**src/rtl/hdc_pkg.sv**
```systemverilog
// Shared hyperdimensional-computing definitions: default word width and
// the kernel feeder state encoding.
package hdc_pkg;

  localparam int HV_WIDTH_DEFAULT = 32;

  typedef enum logic [2:0] {
    IDLE      = 3'd0,
    FETCH     = 3'd1,
    LOAD      = 3'd2,
    SEND      = 3'd3,
    WAIT_DONE = 3'd4,
    REPORT    = 3'd5
  } kernel_feeder_state_t;

endpackage

```
**src/rtl/kernel_feeder.sv**
```systemverilog
// Streams word_count hypervector words from a synchronous source RAM into a
// kernel over a valid/ready handshake, then waits for the kernel result.
module kernel_feeder
  import hdc_pkg::*;
#(
  parameter int HV_DATA_WIDTH = HV_WIDTH_DEFAULT,
  parameter int ADDR_WIDTH    = 13,
  parameter int DONE_TIMEOUT  = 1024
) (
  input  logic                     clk,
  input  logic                     reset_n,
  input  logic                     start,
  input  logic [ADDR_WIDTH-1:0]    base_addr,
  input  logic [ADDR_WIDTH:0]      word_count,
  output logic                     busy,
  output logic                     mem_rd_en,
  output logic [ADDR_WIDTH-1:0]    mem_addr,
  input  logic [HV_DATA_WIDTH-1:0] mem_rd_data,
  output logic                     k_valid,
  output logic                     k_first,
  output logic                     k_last,
  output logic [HV_DATA_WIDTH-1:0] k_data,
  input  logic                     k_ready,
  input  logic                     k_done,
  input  logic [HV_DATA_WIDTH-1:0] k_result,
  output logic                     result_valid,
  output logic [HV_DATA_WIDTH-1:0] result_data,
  output logic                     err_timeout,
  output logic                     err_empty
);

  localparam int TW = (DONE_TIMEOUT > 1) ? $clog2(DONE_TIMEOUT) : 1;
  localparam logic [TW-1:0] WAIT_LAST = TW'(DONE_TIMEOUT - 1);

  kernel_feeder_state_t state;
  logic [ADDR_WIDTH:0]  remaining;
  logic                 first_word;
  logic [TW-1:0]        wait_cnt;

  // mem_addr doubles as the running word address for the whole job.
  always_ff @(posedge clk) begin
    if (!reset_n) begin
      state        <= IDLE;
      busy         <= 1'b0;
      mem_rd_en    <= 1'b0;
      mem_addr     <= '0;
      k_valid      <= 1'b0;
      k_first      <= 1'b0;
      k_last       <= 1'b0;
      k_data       <= '0;
      result_valid <= 1'b0;
      result_data  <= '0;
      err_timeout  <= 1'b0;
      err_empty    <= 1'b0;
      remaining    <= '0;
      first_word   <= 1'b0;
      wait_cnt     <= '0;
    end else begin
      result_valid <= 1'b0;
      case (state)
        IDLE: begin
          if (start) begin
            err_timeout <= 1'b0;
            err_empty   <= 1'b0;
            mem_addr    <= base_addr;
            remaining   <= word_count;
            first_word  <= 1'b1;
            busy        <= 1'b1;
            if (word_count == '0) begin
              err_empty <= 1'b1;
              state     <= REPORT;
            end else begin
              mem_rd_en <= 1'b1;
              state     <= FETCH;
            end
          end
        end
        FETCH: begin
          mem_rd_en <= 1'b0;
          state     <= LOAD;
        end
        LOAD: begin
          k_data  <= mem_rd_data;
          k_valid <= 1'b1;
          k_first <= first_word;
          k_last  <= (remaining == (ADDR_WIDTH+1)'(1));
          state   <= SEND;
        end
        SEND: begin
          if (k_ready) begin
            k_valid    <= 1'b0;
            k_first    <= 1'b0;
            k_last     <= 1'b0;
            first_word <= 1'b0;
            if (k_last) begin
              wait_cnt <= '0;
              state    <= WAIT_DONE;
            end else begin
              mem_addr  <= mem_addr + ADDR_WIDTH'(1);
              remaining <= remaining - (ADDR_WIDTH+1)'(1);
              mem_rd_en <= 1'b1;
              state     <= FETCH;
            end
          end
        end
        WAIT_DONE: begin
          if (k_done) begin
            result_data <= k_result;
            state       <= REPORT;
          end else if (wait_cnt == WAIT_LAST) begin
            err_timeout <= 1'b1;
            state       <= REPORT;
          end else begin
            wait_cnt <= wait_cnt + TW'(1);
          end
        end
        REPORT: begin
          result_valid <= 1'b1;
          busy         <= 1'b0;
          state        <= IDLE;
        end
        default: begin
          busy  <= 1'b0;
          state <= IDLE;
        end
      endcase
    end
  end

endmodule

```
**config.mk**
```make
export PLATFORM = sky130hd
export DESIGN_NAME = kernel_feeder
export DESIGN_NICKNAME = d
export VERILOG_FILES = /design/src/rtl/hdc_pkg.sv /design/src/rtl/kernel_feeder.sv
export SDC_FILE = /design/constraint.sdc
export NUM_CORES = 1
export LEC_CHECK = 0
export ABC_AREA = 1
export BUFFER_PORTS_ARGS = -buffer_cell sky130_fd_sc_hd__buf_2
export CORE_MARGIN = 1
export CORE_UTILIZATION = 54
export CTS_CLUSTER_SIZE = 8
export DETAILED_ROUTE_END_ITERATION = 7
export PLACE_DENSITY = 0.85
export REMOVE_ABC_BUFFERS = 1
export SLEW_MARGIN = 20
export SYNTH_ARGS = -nofsm -noshare
export SYNTH_HDL_FRONTEND = slang
export SYNTH_SLANG_ARGS = --single-unit
```
**constraint.sdc**
```tcl
create_clock -name clk -period 3.6 [get_ports clk]
set_clock_uncertainty 0.1 [all_clocks]
set_input_delay 0.36 -clock clk [delete_from_list [all_inputs] [get_ports clk]]
set_output_delay 0.36 -clock clk [all_outputs]
set_load 0.01 [all_outputs]
```
Yosys cells after proc, flatten, opt, wreduce, memory -nomap -nowiden

Cells that the tools add are included.

Register bits after elaboration: 113
Bits in latches: 0
Memory bits (writable): 0
Bits in read-only memories: 0
Input port bits: 96
Output and inout bits: 85
Logic and storage cells: 91
Memories: 0

$add $sub $neg: 3
$mul: 0
Div/mod/pow operators: 0
Order comparisons: 0
Equality and inequality tests: 16
Shifts and indexed selects: 0
Mux-type cells: 38
Bitwise logic cells: 1
Reduce and logical (&&, ||, !) cells: 18

Operators with widths:

| kind                    | count |
|---|---|
| $mux W14                | 3 |
| $mux W10                | 4 |
| $mux W13                | 3 |
| $pmux W14 S2            | 1 |
| $pmux W13 S2            | 1 |
| $pmux W10 S2            | 1 |
| $mux W3                 | 6 |
| $ne A2 B2 Y1 const B    | 8 |
| $pmux W3 S5             | 1 |
| $eq A14 B1 Y1 const B   | 1 |
| $logic_not A14 Y1       | 1 |
| $sub A14 B1 Y14 const B | 1 |
| $add A13 B1 Y13 const B | 1 |
| $pmux W1 S2             | 6 |
| $mux W1                 | 11 |
| $add A10 B1 Y10 const B | 1 |
| $eq A10 B10 Y1 const B  | 1 |
| $reduce_and A5 Y1       | 2 |
| $reduce_and A2 Y1       | 4 |
| $reduce_and A4 Y1       | 2 |
| $reduce_bool A2 Y1      | 4 |
| $eq A3 B2 Y1 const B    | 2 |
| $eq A3 B3 Y1 const B    | 2 |
| $reduce_and A3 Y1       | 2 |
| 7 further kinds         | 7 |

Longest topological paths before layout

Gate-level depths: netlist (run 1).

Depth in word-level cells: 4
Mapped depth: 11
Mapped depth without buffers: 9

Worst setup path after synthesis (run 1)

OpenSTA, ideal clock, no wires.

Kind: register -> register
From: reg state[1]
To: reg mem_addr[1]
Setup time: 0.116 ns
Data arrival time: 1.360 ns
Data required time: 3.384 ns
Setup slack: 2.024 ns
Cell stages (with the launch flop): 9
Buffers on the path: 2
Period minus slack after synthesis: 1.576 ns
Path through: dfxtp_1 > nand2_1 > nor2_4 > nand2_2 > nand2_2 > nor2_2 > buf_4 > buf_6 > o211a_1

Longest elaborated chain between the ends: 3
Elaborated cells between the ends (all ways): 8
Classes of those cells: 4 x eq/ne; 1 x mux; 3 x reduce/logical

Ends and longest elaborated chain:

| element                                                             | RTL line            | source |
|---|---|---|
| start, declared                                                     | kernel_feeder.sv:35 | `kernel_feeder_state_t state;` |
| start signal, assigned                                              | kernel_feeder.sv:43 | `state <= IDLE;` |
| start signal, assigned                                              | kernel_feeder.sv:71 | `state <= REPORT;` |
| start signal, assigned                                              | kernel_feeder.sv:74 | `state <= FETCH;` |
| $eq A3 B2 Y1 or $logic_not A3 Y1 (tied branches)                    | kernel_feeder.sv:60 | `case (state)` |
| $ne A2 B2 Y1 (no source line) or $reduce_bool A2 Y1 (tied branches) | --                  |  |
| $reduce_and A4 Y1 (no source line)                                  | --                  |  |
| end signal, assigned                                                | kernel_feeder.sv:65 | `mem_addr <= base_addr;` |
| end signal, assigned                                                | kernel_feeder.sv:99 | `mem_addr <= mem_addr + ADDR_WIDTH'(1);` |
| end, declared                                                       | kernel_feeder.sv:17 | `output logic [ADDR_WIDTH-1:0] mem_addr,` |

Parallel ways exist; a longest one is shown, timed or not.
A chain may end at the register's enable or synchronous reset.

Worst setup path in the final report (run 1)

From: reg state[0]
To: reg wait_cnt[1]

Longest elaborated chain between the ends: 3
Elaborated cells between the ends (all ways): 9
Classes of those cells: 6 x eq/ne; 1 x mux; 2 x reduce/logical

Ends and longest elaborated chain:

| element                                                             | RTL line             | source |
|---|---|---|
| $eq A3 B3 Y1 or $eq A3 B2 Y1 (tied branches)                        | kernel_feeder.sv:60  |  |
| $ne A2 B2 Y1 (no source line) or $reduce_bool A2 Y1 (tied branches) | --                   |  |
| $reduce_and A5 Y1 (no source line)                                  | --                   |  |
| end signal, assigned                                                | kernel_feeder.sv:114 | `wait_cnt <= wait_cnt + TW'(1);` |
| end, declared                                                       | kernel_feeder.sv:38  | `logic [TW-1:0] wait_cnt;` |

Parallel ways exist; a longest one is shown, timed or not.

==> out/results.txt, run 1 <==
root buf cell: clkbuf_8
DRC Markers: 0
Post-Place Setup Slack: 1.11 ns
minimum clock period: 2.56 ns
met2 Use GR: 55.7%
Synth Area in Compound Gates: 14.0%
Syn-to-layout area delta: 32.9%
leakage power: 3.15 nW
post-cts sizing count: 0
Gate Count Post-Synth: 793
final setup violating endpoints: 0
Synth area leader: dfxtp_1
min-delay worst type: in -> reg
Worst-path clk slew: 0.06 ns
CTS tree: built
clock sinks: 113
met3 Resource Use GR: 8.53%
clk buf depth: 2
GRT Overall Usage: 32.8%
Post-Synth Adder-Cell Area: 0.949%
vias: 6,071
max cap viols: 0
Worst setup SP type: flop
Critical Path AT: 2.90 ns
number of H-tree levels: 4
RSZ-0062 raised after global routing: false
Worst Setup End Kind: flop
pin count of the biggest net entering global routing: 37
Die Ht: 101 um
Initial Utilization: 56.3%
antenna viol nets, final: 0
XOR/XNOR Fraction of Synth Area: 0%
die area: 10,200 um2
synthesized area: 5280 um2
Power Density: 760 nW/um2
Final Hold Vio Count: 0
Slew headroom: 38.4%
R2R setup slack: 1.04 ns
Hold EP: result_data[3]$_SDFFE_PN0P_
layout cells sized above 1: 23.8%
initial DRC count: 417
I/O pin cnt: 181
cts bufs inserted: 17
Final WS setup: 1.04 ns
Area contributors post-synth: dfxtp_1, nand2_1, a21oi_1
Via density: 5.41
first-pass GRT wire length: 26.4 mm
worst-path fanout max: 36
Distinct cells, synth: 31
DRT Pass-1 Iters: 5
routing usage on met1: 38.3%
sequential fraction of the synthesis area: 42.9%
core area: 9370 um2
cts hold-fix bufs: 24
Post-DP HPWL: 9.89 mm
CP required: 3.94 ns
post-synth top area share: 42.9%
status: completed
most common cell after layout, fill and taps aside: nand2_1
Final Max Tran Viols: 0
Placer Congestion: 0.865
most used routing layer: met2
Setup Buffers After CTS: 0
net count reported at finish: 1,081
Hold Startpoint: k_result[3]
synthesized area per cell: 6.65 um2
Die W: 101 um
ANT cells: 0
Worst Tran Pin Value: 0.918 ns
Row Count: 35
initial antenna violation count: 0
Hold Crit Depth: 3
Max IR drop VDD: 0.508 mV
clock latency on the worst-skew pair: 0.51 ns
mux cell area share after synthesis: 0%
largest family of logic cells by synthesized area: simple AND/OR/NAND/NOR gates
commonest cells after routing, fill and taps aside: nand2_1, buf_2, dfxtp_1
grt ovf: 0
synthesized flop and latch total: 113
drt wl/cell: 14.6 um
fmax: 390 MHz
Finished Layout Cells: 1,123
drt total wl: 16.3 mm
synthesis warning total: 0
Tcrit/Tclk final: 71.1%
reg-to-reg endpoint: wait_cnt[1]$_SDFFE_PN0P_
DP Cell Count: 1,067
Simple-Gate Fraction of Synth Area: 35.0%
Crit Reg-Reg Startpoint: state[0]$_SDFFE_PN0P_
port buffer count: 180
Crit Path Class: reg -> reg
vias in the first global route: 5,760
R2R depth: 7
Setup Total Neg Slack: 0 ns
## cell type report
type                            count  area (um2)
Clock buffer                       18         418
Multi-Input combinational cell    588        2630
Inverter                           50         188
Clock inverter                     14         156
Timing Repair Buffer              211        1190
Tap cell                          129         161
Fill cell                         743        2360
Sequential cell                   113        2260
## through the flow
stage | utilization, % | hold slack (ns) | total power [mW] | instance area (um2)
after detailed placement | 66.1 | 0.342 | 3.63 | 6200
after floorplan | - | 0.339 | 3.02 | 5080
after global routing | 74.8 | 0.00676 | 5.68 | 7010
after global placement | 66.1 | 0.337 | 3.59 | 6200
after CTS | 74.8 | 0.00169 | 5.28 | 7010
final | 74.8 | 0.0115 | 5.33 | 7010
## Yosys cell counts (all sizes together)
cell type / instances
clkinv: 1
ha: 4
nor4: 1
a21oi: 104
o22ai: 1
o211a: 1
clkbuf: 25
nor3: 6
nand2: 254
nand4: 7
or2: 3
inv: 49
a21boi: 1
dfxtp: 113
nor2: 86
a31oi: 1
o21ai: 36
buf: 17
o211ai: 1
nand3: 78
nand3b: 4
## sequential cells by signal (all words and copies together) (netlist names)
signal and count:
k_data 32, result_data 32, remaining 14, mem_addr 13, wait_cnt 10, state 3
busy 1, err_empty 1, err_timeout 1, first_word 1, k_first 1, k_last 1
k_valid 1, mem_rd_en 1, result_valid 1
## power breakdown
group | switching [mW] | total [mW] | internal [mW]
clock network | 0.629 | 1.62 | 0.993
registers | 0.273 | 1.81 | 1.54
logic | 1.24 | 1.89 | 0.657
## how the worst max path moves through the flow
stage | from | to | slack [ns] | depth (start not counted)
floorplan | state[0]$_SDFFE_PN0P_ | k_last$_SDFFE_PN0P_ | 1.13 | 5
global placement | state[0]$_SDFFE_PN0P_ | wait_cnt[1]$_SDFFE_PN0P_ | 1.20 | 7
detailed placement | state[0]$_SDFFE_PN0P_ | wait_cnt[8]$_SDFFE_PN0P_ | 1.11 | 7
CTS | state[0]$_SDFFE_PN0P_ | wait_cnt[8]$_SDFFE_PN0P_ | 1.07 | 7
global route | state[0]$_SDFFE_PN0P_ | wait_cnt[1]$_SDFFE_PN0P_ | 0.73 | 7
finish | state[0]$_SDFFE_PN0P_ | wait_cnt[1]$_SDFFE_PN0P_ | 1.04 | 7
## routing by layer
metal | wire [um] | share of wire (%)
met1 | 6450 | 39
met2 | 7900 | 48
met3 | 1400 | 8.5
met4 | 597 | 3.7
met5 | 0 | 0
## critical path, cell delays in order (launching register included)
cell	delay, ns
dfxtp_1	0.40
nor2_4	0.19
nand2_2	0.13
inv_2	0.47
nand4_1	0.56
nand2_1	0.42
nand2_1	0.08
a21oi_1	0.14
## cell families (layout without fill, tap and decap cells)
| kind of cell | after synthesis | in the layout |
|---|---|---|
| and+or+nand+nor | 439 | 439 |
| AOI/OAI and AO/OA | 145 | 145 |
| DFF | 113 | 113 |
| buffers and inverters | 92 | 293 |
| adders and majority gates | 4 | 4 |
No activity file was read; power rests on OpenSTA's default activity.
==> run 2: changes to the inputs <==
--- a/config.mk
+++ b/config.mk
@@ -5,13 +5,13 @@
 export SDC_FILE = /design/constraint.sdc
 export NUM_CORES = 1
 export LEC_CHECK = 0
-export ABC_AREA = 1
+export ABC_AREA = 0
 export BUFFER_PORTS_ARGS = -buffer_cell sky130_fd_sc_hd__buf_2
 export CORE_MARGIN = 1
-export CORE_UTILIZATION = 54
+export CORE_UTILIZATION = 50
 export CTS_CLUSTER_SIZE = 8
 export DETAILED_ROUTE_END_ITERATION = 7
-export PLACE_DENSITY = 0.85
+export PLACE_DENSITY = 0.8
 export REMOVE_ABC_BUFFERS = 1
 export SLEW_MARGIN = 20
 export SYNTH_ARGS = -nofsm -noshare
==> constraint.sdc (replaced) <==
create_clock -name clk -period 2.63 [get_ports clk]
set_clock_uncertainty 0.1 [all_clocks]
set_input_delay 0.263 -clock clk [delete_from_list [all_inputs] [get_ports clk]]
set_output_delay 0.263 -clock clk [all_outputs]
set_load 0.01 [all_outputs]
==> run 2 against run 1 <==
  * Setup slack worse by 0.57 ns
  * First-iteration DRC count increased by 53%
  * Total power shrank 12%
  * Final area is 6.7% higher
  * Non-clock buffer count is 64 higher
  * Critical path depth down 2
  * Largest cell class unchanged
  * Largest power group is now the clock network
==> out/results.txt, run 2 <==
leakage power: 3.13 nW
CP endpoint: k_last$_SDFFE_PN0P_
antenna viol nets, final: 0
layout cells sized above 1: 26.5%
main flop type after synthesis: dfxtp_1
I/O pin cnt: 181
Worst Setup End Kind: flop
synthesized area: 5160 um2
Initial Utilization: 52.3%
Max IR drop VDD: 0.373 mV
Synth Area in Compound Gates: 22.0%
minimum clock period: 2.17 ns
vias in the first global route: 6,037
worst-path fanout max: 33
status: completed
Crit. Startpoint: state[1]$_SDFFE_PN0P_
Final Hold Vio Count: 0
Post-DP HPWL: 10.2 mm
Post-synth EDFFs: 0
clock latency on the worst-skew pair: 0.52 ns
Distinct cells, synth: 64
drt wl/cell: 17.6 um
most common cell after layout, fill and taps aside: buf_2
DP Cell Count: 945
sequential fraction of the synthesis area: 43.9%
initial antenna violation count: 0
number of H-tree levels: 4
root buf cell: clkbuf_8
R2R setup slack: 0.46 ns
grt ovf: 0
Final Util: 75.8%
commonest cells in the netlist: nand2_1, dfxtp_1, a21oi_1
Crit Path Class: reg -> reg
Area contributors post-synth: dfxtp_1, nand2_1, a21oi_1
Synth area leader: dfxtp_1
port buffer count: 180
reg-to-reg endpoint: k_last$_SDFFE_PN0P_
CP required: 2.97 ns
Critical Path AT: 2.50 ns
post-synth top area share: 43.9%
Via density: 5.83
commonest cells after routing, fill and taps aside: buf_2, nand2_1, dfxtp_1
largest registers: k_data: 32 flops, result_data: 32 flops, remaining: 14 flops
Simple-Gate Fraction of Synth Area: 27.7%
Gate Count Post-Synth: 662
Finished Layout Cells: 1,053
vias: 6,134
ANT cells: 0
Syn-to-layout area delta: 45.1%
post-cts sizing count: 0
Die Ht: 104 um
mux cell area share after synthesis: 0.631%
DRC Markers: 0
Worst-path clk slew: 0.06 ns
Power Density: 627 nW/um2
fmax: 462 MHz
clk buf depth: 2
Tcrit/Tclk final: 82.3%
Post-Synth Adder-Cell Area: 0.971%
Slew headroom: 51.5%
synthesis warning total: 0
min-delay worst type: in -> reg
Setup Total Neg Slack: 0 ns
count leader, synth: nand2_1
max cap viols: 0
largest family of logic cells by synthesized area: simple AND/OR/NAND/NOR gates
Die W: 104 um
GRT Overall Usage: 34.9%
DRT Pass-1 Iters: 5
Pwr Total: 4.69 mW
drt total wl: 18.5 mm
core area: 9860 um2
cts bufs inserted: 17
synthesized flop and latch total: 113
RSZ-0062 raised after global routing: false
Final Max Tran Viols: 0
asr flop ratio synth: 0%
Row Count: 36
XOR/XNOR Fraction of Synth Area: 0%
Placer Congestion: 0.882
initial DRC count: 639
synthesized area per cell: 7.79 um2
Crit Reg-Reg Startpoint: state[1]$_SDFFE_PN0P_
CTS tree: built
R2R depth: 5
final setup violating endpoints: 0
Hold Crit Depth: 4
Worst setup SP type: flop
Worst Tran Pin Value: 0.724 ns
clock sinks: 113
pin count of the biggest net entering global routing: 36
die area: 10,700 um2
first-pass GRT wire length: 30.0 mm
net count reported at finish: 1,008
==> run 2: cell types whose count changed after synthesis, sizes merged, moves of 12 or more <==
cell,previous run,this run
nand3,78,15
inv,49,9
nand2,254,171
and2,0,14
nor2,86,23
clkbuf,25,37
==> run 2: worst min-delay path by stage <==
stage	from	endpoint
floorplan	reset_n	state[0]$_SDFFE_PN0P_
global placement	result_data[11]$_SDFFE_PN0P_	result_data[11]$_SDFFE_PN0P_
detailed placement	k_data[7]$_SDFFE_PN0P_	k_data[7]$_SDFFE_PN0P_
CTS	word_count[6]	remaining[6]$_SDFFE_PN0P_
global route	word_count[6]	remaining[6]$_SDFFE_PN0P_
finish	word_count[6]	remaining[6]$_SDFFE_PN0P_
==> run 2: timing repair <==
item | 4_1_cts | 5_1_grt
endpoints found under the hold margin | 77 | 0
endpoints found under the setup margin | 0 | 0
setup buffers | 0 | 0
hold buffers | 77 | 0
==> run 2: area by class of cell <==
class                      instances  area [um2]
sequential                       113        2260
tap                              133         166
multi-input combinational        492        2660
timing repair buffer             275        1810
clock buffer                      22         473
inverter                           9        33.8
fill                             623        2380
clock inverter                     9        82.6
==> run 2: logic make-up after synthesis <==
logic type / after synthesis
AO/OA/AOI/OAI: 191
adder cells (fa/ha/maj): 4
buffers and inverters: 57
flip-flops: 113
multiplexers: 3
AND/OR/NAND/NOR: 294
==> run 2: layer usage <==
layer | GRT usage, % | share of wire (%) | vias to the layer above
met3 | 10.6 | 9.0 | 89
met2 | 59.2 | 48 | 411
met4 | 21.0 | 4.7 | 0
li1 | - | - | 2821
met5 | 0 | 0 | -
met1 | 38.4 | 38 | 2813
==> run 2: critical path, stage by stage, from the launching register on <==
cell and delay, ns:
dfxtp_1 0.49, buf_4 0.24, or3b_2 0.77, nor2_1 0.22, nand4_1 0.11, a21oi_1 0.15
==> run 2: report_power, final <==
group	switching, mW	internal (mW)	leakage, nW	total [mW]
clock network	0.802	1.34	0.273	2.14
logic	0.368	0.312	1.94	0.680
registers	0.0759	1.79	0.918	1.86
==> run 2: through the flow <==
step	worst slack, ns	instance area, um2	hold WS, ns
after floorplan	-0.108	4940	0.280
after global placement	0.587	6150	0.338
after detailed placement	0.532	6150	0.344
after CTS	0.525	7480	0.0101
after global routing	0.359	7480	0.0281
final	0.465	7480	0.0240
==> run 3: changes to the inputs <==
==> constraint.sdc (replaced) <==
create_clock -name clk -period 2.1 [get_ports clk]
set_clock_uncertainty 0.1 [all_clocks]
set_input_delay 0.21 -clock clk [delete_from_list [all_inputs] [get_ports clk]]
set_output_delay 0.21 -clock clk [all_outputs]
set_load 0.01 [all_outputs]
==> run 3 against run 2 <==
  * Sequential share of layout area down 1.1 points
  * Critical path depth stayed put
  * Flip-flop and latch count unchanged
  * Wire length is 6.1% higher
  * Final area rose by 3.9%
  * Non-clock buffer count rose by 22
  * Register-to-register slack got worse by 0.38 ns
  * Die area stayed put
  * Hold slack worse by 0.0097 ns
  * Clock power up 33%
  * Count of clock-buffer cells in the layout is 2 lower
  * Combinational power rose by 34%
  * Critical endpoint is now state[0]$_SDFFE_PN0P_
  * Largest power group unchanged
==> out/results.txt, run 3 (synthesis results as in run 2) <==
drt wl/cell: 18.3 um
Final Max Tran Viols: 0
R2R depth: 5
largest registers: k_data: 32 flops, result_data: 32 flops, remaining: 14 flops
final setup violating endpoints: 0
worst-path fanout max: 7
pin count of the biggest net entering global routing: 54
Worst-path clk slew: 0.06 ns
Register Area: 2260 um2
DP Area: 6260 um2
Via density: 5.99
I/O pin cnt: 181
initial DRC count: 799
Setup Total Neg Slack: 0 ns
Power Density: 785 nW/um2
DP Cell Count: 954
post-route cell area: 7770 um2
max cap viols: 0
Critical Path AT: 2.38 ns
fmax: 497 MHz
Hold Crit Depth: 4
drt total wl: 19.7 mm
clk buf depth: 2
net count reported at finish: 1,030
Worst Setup End Kind: flop
CP required: 2.47 ns
Final Hold Vio Count: 0
Sw Ratio: 27.0%
vias in the first global route: 6,194
R2R setup slack: 0.09 ns
Crit Path Class: reg -> reg
Tcrit/Tclk final: 95.8%
layout cells sized above 1: 27.3%
first-pass GRT wire length: 30.8 mm
number of H-tree levels: 4
antenna viol nets, final: 0
Worst Tran Pin Value: 0.639 ns
vias: 6,440
GRT Overall Usage: 35.9%
DRC Markers: 0
Slew headroom: 57.2%
min-delay worst type: in -> reg
Die W: 104 um
Int Pwr: 4.45 mW
DRT Pass-1 Iters: 6
root buf cell: clkbuf_8
power share of the clock group: 46.6%
Worst setup SP type: flop
clock sinks: 113
Post-Place Setup Slack: 0.157 ns
clock latency on the worst-skew pair: 0.53 ns
ANT cells: 0
Die Ht: 104 um
leakage power: 3.25 nW
initial antenna violation count: 0
Initial Utilization: 52.3%
CTS tree: built
cts bufs inserted: 17
Final Util: 78.8%
Fill cells: 577
most common cell after layout, fill and taps aside: buf_2
Max IR drop VDD: 0.464 mV
minimum clock period: 2.01 ns
Multi-input gate area: 2680 um2
Row Count: 36
P_sw: 1.65 mW
Final WS setup: 0.0890 ns
Pwr Total: 6.10 mW
status: completed
commonest cells after routing, fill and taps aside: buf_2, nand2_1, dfxtp_1
Setup Buffers After CTS: 0
Min Hold Slack: 0.0143 ns
combinational fraction of design power: 15.0%
die area: 10,700 um2
grt ovf: 0
Syn-to-layout area delta: 50.7%
Post-DP HPWL: 10.3 mm
register share of total power: 38.4%
core area: 9860 um2
port buffer count: 180
Finished Layout Cells: 1,076
Placer Congestion: 0.888
run 3: path summary, 6_finish.rpt:
path,startpoint,to
max,wait_cnt[0]$_SDFFE_PN0P_,state[0]$_SDFFE_PN0P_
min,word_count[3],remaining[3]$_SDFFE_PN0P_
max reg2reg,wait_cnt[0]$_SDFFE_PN0P_,state[0]$_SDFFE_PN0P_
min reg2reg,result_data[5]$_SDFFE_PN0P_,result_data[5]$_SDFFE_PN0P_
run 3: worst max-delay path, cell delays in order, from the launching register on:
cell and delay [ns]:
dfxtp_1 0.40, ha_1 0.26, nand3_1 0.18, o31a_1 0.45
a2111oi_2 0.39, o21a_1 0.18
run 3: power by group through the flow:
stage / registers (mW) / logic [mW] / clock network [mW]
detailed placement: 2.37 / 0.723 / 0
global placement: 2.37 / 0.709 / 0
floorplan: 2.40 / 0.355 / 0
global route: 2.35 / 0.976 / 2.96
finish: 2.34 / 0.913 / 2.84
CTS: 2.33 / 0.862 / 2.82
run 3: cell type report:
class,count,area share (%)
clock buffer,20,5.86
clock inverter,12,1.72
inverter,9,0.435
multi-input combinational,492,34.4
sequential,113,29.1
tap,133,2.14
timing repair buffer,297,26.3
run 3: per-layer routing:
metal	vias up	GRT usage (%)	part of all wire, %
met3	122	9.57	9.7
li1	2884	-	-
met1	2940	39.0	36
met2	494	62.6	49
met5	-	0	0
met4	0	21.4	5.2
run 3: what timing repair did:
action / in CTS / in global routing
hold endpoints to repair: 92 / 0
hold buffers: 90 / 0
setup endpoints to repair: 1 / 9
gates resized for setup: 1 / 3
